==> src/rtl/microondas_pkg.sv <==
// Shared definitions for the microwave cook-cycle controller.
package microondas_pkg;

    localparam int CNT_W = 8;

    typedef enum logic [2:0] {
        IDLE  = 3'd0,
        COOK  = 3'd1,
        PAUSE = 3'd2,
        DONE  = 3'd3
    } state_t;

endpackage

==> src/rtl/microondas_tick.sv <==
// One-second tick prescaler: counts 0..TICK_DIV-1 while enabled, pulses tick at terminal count.
module microondas_tick #(
    parameter int TICK_DIV = 50_000_000
) (
    input  logic clk,
    input  logic rst_n,
    input  logic en,
    input  logic clr,
    output logic tick
);

    localparam int PW = (TICK_DIV > 1) ? $clog2(TICK_DIV) : 1;
    localparam logic [PW-1:0] TERM = PW'(TICK_DIV - 1);

    logic [PW-1:0] cnt_reg;

    always_ff @(posedge clk or negedge rst_n) begin
        if (!rst_n) begin
            cnt_reg <= '0;
        end else if (clr) begin
            cnt_reg <= '0;
        end else if (en) begin
            cnt_reg <= (cnt_reg == TERM) ? '0 : cnt_reg + 1'b1;
        end
    end

    // Not gated by clr: clr is derived from the next state, which itself depends on tick.
    assign tick = en && (cnt_reg == TERM);

endmodule

==> src/rtl/microondas_ctrl.sv <==
// Microwave cook-cycle controller: countdown, magnetron/lamp/beeper drive, start/stop and door interlock.
module microondas_ctrl
    import microondas_pkg::*;
#(
    parameter int TICK_DIV   = 50_000_000,
    parameter int MAX_COUNT  = 21,
    parameter int BEEP_TICKS = 3
) (
    input  logic             clk,
    input  logic             rst_n,
    input  logic [CNT_W-1:0] count,
    input  logic             start_btn,
    input  logic             stop_btn,
    input  logic             door_open,
    output logic             magnetron,
    output logic             lamp,
    output logic             beep,
    output logic [CNT_W-1:0] remaining,
    output logic [2:0]       state_o,
    output logic             done
);

    localparam int BW = (BEEP_TICKS > 1) ? $clog2(BEEP_TICKS) : 1;
    localparam logic [BW-1:0] BEEP_LAST = BW'(BEEP_TICKS - 1);
    localparam logic [CNT_W-1:0] SP_MAX = CNT_W'(MAX_COUNT);

    logic [1:0] start_sync, stop_sync, door_sync;
    logic       start_prev, stop_prev;
    logic       start_e, stop_e, door_s;

    always_ff @(posedge clk or negedge rst_n) begin
        if (!rst_n) begin
            start_sync <= '0;
            stop_sync  <= '0;
            door_sync  <= '0;
            start_prev <= 1'b0;
            stop_prev  <= 1'b0;
        end else begin
            start_sync <= {start_sync[0], start_btn};
            stop_sync  <= {stop_sync[0], stop_btn};
            door_sync  <= {door_sync[0], door_open};
            start_prev <= start_sync[1];
            stop_prev  <= stop_sync[1];
        end
    end

    assign start_e = start_sync[1] & ~start_prev;
    assign stop_e  = stop_sync[1] & ~stop_prev;
    assign door_s  = door_sync[1];

    logic [CNT_W-1:0] sp;
    assign sp = (count > SP_MAX) ? SP_MAX : count;

    state_t           state_reg, state_next;
    logic [CNT_W-1:0] rem_next;
    logic [BW-1:0]    beep_cnt_reg, beep_cnt_next;
    logic             tick, tick_en, tick_clr;

    assign tick_en  = (state_reg == COOK) || (state_reg == DONE);
    assign tick_clr = ((state_next == COOK) && (state_reg != COOK)) ||
                      ((state_next == DONE) && (state_reg != DONE));

    microondas_tick #(.TICK_DIV(TICK_DIV)) u_tick (
        .clk   (clk),
        .rst_n (rst_n),
        .en    (tick_en),
        .clr   (tick_clr),
        .tick  (tick)
    );

    always_comb begin
        state_next    = state_reg;
        rem_next      = remaining;
        beep_cnt_next = beep_cnt_reg;
        case (state_reg)
            IDLE: begin
                rem_next = sp;
                if (start_e && !stop_e && !door_s && (sp != '0)) begin
                    state_next = COOK;
                end
            end
            COOK: begin
                if (door_s || stop_e) begin
                    state_next = PAUSE;
                end else if (tick && (remaining != '0)) begin
                    if (remaining == CNT_W'(1)) begin
                        state_next    = DONE;
                        rem_next      = '0;
                        beep_cnt_next = '0;
                    end else begin
                        rem_next = remaining - 1'b1;
                    end
                end
            end
            PAUSE: begin
                if (stop_e) begin
                    state_next = IDLE;
                    rem_next   = sp;
                end else if (start_e && !door_s) begin
                    state_next = COOK;
                end
            end
            DONE: begin
                if (door_s || stop_e) begin
                    state_next = IDLE;
                    rem_next   = sp;
                end else if (tick) begin
                    if (beep_cnt_reg == BEEP_LAST) begin
                        state_next = IDLE;
                        rem_next   = sp;
                    end else begin
                        beep_cnt_next = beep_cnt_reg + 1'b1;
                    end
                end
            end
            default: begin
                state_next = IDLE;
                rem_next   = sp;
            end
        endcase
    end

    // Outputs are registered from the next state so they change on the same edge as the state.
    always_ff @(posedge clk or negedge rst_n) begin
        if (!rst_n) begin
            state_reg    <= IDLE;
            remaining    <= '0;
            beep_cnt_reg <= '0;
            magnetron    <= 1'b0;
            lamp         <= 1'b0;
            beep         <= 1'b0;
            done         <= 1'b0;
        end else begin
            state_reg    <= state_next;
            remaining    <= rem_next;
            beep_cnt_reg <= beep_cnt_next;
            magnetron    <= (state_next == COOK);
            lamp         <= (state_next == COOK) || door_s;
            beep         <= (state_next == DONE);
            done         <= (state_reg == COOK) && (state_next == DONE);
        end
    end

    assign state_o = state_reg;

endmodule

==> config.mk <==
export PLATFORM = sky130hd
export DESIGN_NAME = microondas_ctrl
export DESIGN_NICKNAME = d
export VERILOG_FILES = /design/src/rtl/microondas_pkg.sv /design/src/rtl/microondas_tick.sv /design/src/rtl/microondas_ctrl.sv
export SDC_FILE = /design/constraint.sdc
export NUM_CORES = 1
export LEC_CHECK = 0
export ABC_CLOCK_PERIOD_IN_PS = 4000
export BUFFER_PORTS_ARGS = -buffer_cell sky130_fd_sc_hd__buf_4
export CORE_MARGIN = 5
export CORE_UTILIZATION = 30
export CTS_CLUSTER_SIZE = 8
export DETAILED_ROUTE_END_ITERATION = 7
export PLACE_DENSITY = 0.57
export SETUP_SLACK_MARGIN = 0.05
export SLEW_MARGIN = 25
export SYNTH_ARGS = -nofsm -noshare
export SYNTH_HDL_FRONTEND = slang
export SYNTH_HIERARCHICAL = 1
export SYNTH_SLANG_ARGS = --single-unit
==> constraint.sdc <==
create_clock -name clk -period 4 [get_ports clk]
set_input_delay 0.6 -clock clk [delete_from_list [all_inputs] [get_ports clk]]
set_output_delay 0.6 -clock clk [all_outputs]
set_load 0.01 [all_outputs]
==> metrics.txt <==
Final Max Slew Viols=0; drt initial violations=102; DRT antenna net count=0; max cap viols=0; Final Setup Violations=0; first-pass GRT wire length=12.1 mm; Tot GR Track Use=12.8%; Pre-antenna DRT Iters=4; Initial Util=30.4%; Post-Place Cell Area=0.00329 sq mm; Vias/cell=5.45; GPL Wtd Cong=0.891; number of I/O pins=28; PortBufs=27; worst-path cell chain=nand2b_1, inv_1, inv_1, nor4_2, a2111oi_0, o21a_1, a211oi_1, o21a_1, nand4_4, or4_1, a21oi_1; Comb power frac=10.6%; DRC Markers=0; Routed WL=7.13 mm; Synth area leaders=dfrtp_1 (43%), a21oi_1 (3.6%), nand4_1 (3.4%), o31ai_1 (2.8%), nand3_1 (2.7%); postcts setup bufs=0; core area=0.00968 sq mm; Hold Violations, Final=0; TritonCTS buffer count=5; VDD IR max=0.143 mV; setup TNS=0 ns; P_sw=0.283 mW; CTS Root Cell=clkbuf_8; fin area=0.00339 sq mm; Worst Path Max Fanout=16; Slew HR=41.0%; Placed Cells=467; vias in the first global route=2,422; Peak Freq=301 MHz; Rows=36; CTS tree=yes; CP peak stage delay=0.56 ns; Int Pwr=0.713 mW; clock share of power=31.5%; clk sink count=51; routed vias=2,590; Worst Max-Slew Pin Slew=0.877 ns; Flop pwr share=57.9%; final HPWL from detailed placement=5.20 mm; area grow syn2layout=15.3%; Synth top area share=43.3%; post-synthesis cell type count=58; crit path capture type=flop; Sw Ratio=28.4%; worst r2r src=state_o[2]$_DFF_PN0_; nets@finish=358; Final min period=3.32 ns; Reg clk slew, reported paths=0.10 ns; Synth Instances=312; Async SR Flop Fraction=100%; CTS resizes=0; gr ovfl total=0; register area share after synthesis=43.3%; Yosys top cell by area=dfrtp_1; Synth Cell Area=0.00294 sq mm; CP startpoint kind=flop; DIE WIDTH=109 microns; fin cells=475; clock latency on the worst-skew pair=0.32 ns; Mapped Nets=329; die height=109 microns; initial antenna violation count=0; Fin Clk Skew=0.0123 ns; CP startpoint=state_o[2]$_DFF_PN0_; Mean Syn Cell Area=9.44 sq um; WP data required=4.24 ns; CP max-delay cell=or4_1; share of cells above drive strength 1=16.4%; Bufs on Longest Clock Path=2; CTS hold repair buffers=0; area of the die=0.0119 sq mm; RSZ-0062 raised after global routing=no; n_diodes=0; worst hold path class=in -> async; Yosys reg bits=51; P_leak=1.36 nW; synth warn=6; Main synth FF type=dfrtp_1; CTS H-Tree Depth=2; Final period util=83.1%; max reg flops=26; P per Cell Area=293 mW/mm^2; status=completed; final worst slack=0.675 ns; number of flops mapped to enable cells by yosys=0; WL/cell=15.0 microns; WS Path Type=reg -> reg; pin count of the biggest net entering global routing=52; Worst EP arrival=3.56 ns; DP Worst Slack=0.686 ns
final timing paths:
| check | to | slack [ns] | cells after the start |
|---|---|---|---|
| max in group asynchronous | u_tick/cnt_reg[3]$_DFFE_PN0P_ | 3.24 | 1 |
| min in group clk | stop_sync[1]$_DFF_PN0_ | 0.36 | 0 |
| worst max-delay path | u_tick/cnt_reg[21]$_DFFE_PN0P_ | 0.68 | 11 |
| worst min-delay path | door_sync[0]$_DFF_PN0_ | 0.30 | 1 |
| worst min register to register | stop_sync[1]$_DFF_PN0_ | 0.36 | 0 |
| worst max register to register | u_tick/cnt_reg[21]$_DFFE_PN0P_ | 0.68 | 11 |
synth_stat cells (2+ instances only):
master and instances:
a21oi_2 2, nand2_1 18, or4_1 9, and4_1 4, and3_1 6, o21a_1 3
and2_1 2, nor4_1 12, a32oi_1 2, o32ai_1 2, xor2_1 6, inv_1 19
a31oi_1 3, o21ai_0 11, nor2_1 17, dfrtp_1 51, nand2b_1 3, ha_1 4
a21oi_1 21, a211oi_1 5, nand3_1 16, o31ai_1 11, a21o_1 2, nand4_1 16
a221oi_1 2, nor3b_1 3, buf_4 2, clkbuf_1 5, or3_1 7, mux2i_1 2
xnor2_1 2, nor3_1 9, buf_2 2, o22ai_1 7, buf_6 3
metrics by stage:
stage	power (mW)	hold slack (ns)	util, %
finish	0.996	0.301	35.1
global placement	0.689	0.336	34.0
global route	1.05	0.361	35.1
floorplan	0.640	0.304	-
detailed placement	0.693	0.337	34.0
CTS	1.01	0.335	35.0
layout by cell type, fill, tap and decap left out, types with 3 or more instances in the layout:
master	synthesis	layout
a211oi_1	5	5
a21oi_1	21	21
a31oi_1	3	3
and3_1	6	6
and4_1	4	4
buf_4	2	34
clkbuf_8	0	5
dfrtp_1	51	51
ha_1	4	4
inv_1	19	19
nand2_1	18	18
nand2b_1	3	3
nand3_1	16	16
nand4_1	16	16
nor2_1	17	17
nor3_1	9	9
nor3b_1	3	3
nor4_1	12	11
o21a_1	3	3
o21ai_0	11	11
o22ai_1	7	7
o31ai_1	11	11
or3_1	7	7
or4_1	9	9
xor2_1	6	6
critical path, delay by kind of cell, from the launching register on:
family                 cells  cell delay, ns
buffers and inverters      2            0.18
AND/OR/NAND/NOR            4            1.35
AO/OA/AOI/OAI              5            1.24
flip-flops                 1            0.49
cell type report:
class	instances	area [sq um]
inverters	19	71.3
flip-flops and latches	51	1280
clock buffers	5	68.8
clock inverters	3	22.5
fillers	1006	6290
multi-input cells	230	1530
repair buffers	34	255
well taps	133	166
routing by layer:
layer	global-route usage, %	up-vias	part of all wire [%]
li1	-	1260	-
met1	18.5	1262	49
met2	19.5	62	45
met3	2.37	6	4.9
met4	3.25	0	1.0
met5	0	-	0
cells by family after synthesis:
group	share of synthesized area, %
buffers and inverters	5.06
other	0.127
DFF	43.3
xor gates and xnor gates	2.38
adders and majority gates	1.70
muxes	1.19
and+or+nand+nor	26.1
AOI/OAI and AO/OA	20.1
power groups by stage:
stage	clock network, mW	logic [mW]	registers [mW]
final	0.314	0.106	0.577
after global routing	0.347	0.119	0.582
after CTS	0.327	0.107	0.577
after detailed placement	0	0.106	0.587
after global placement	0	0.105	0.584
after floorplan	0	0.0624	0.578
Note: power is estimated with default switching activity, not from simulation.
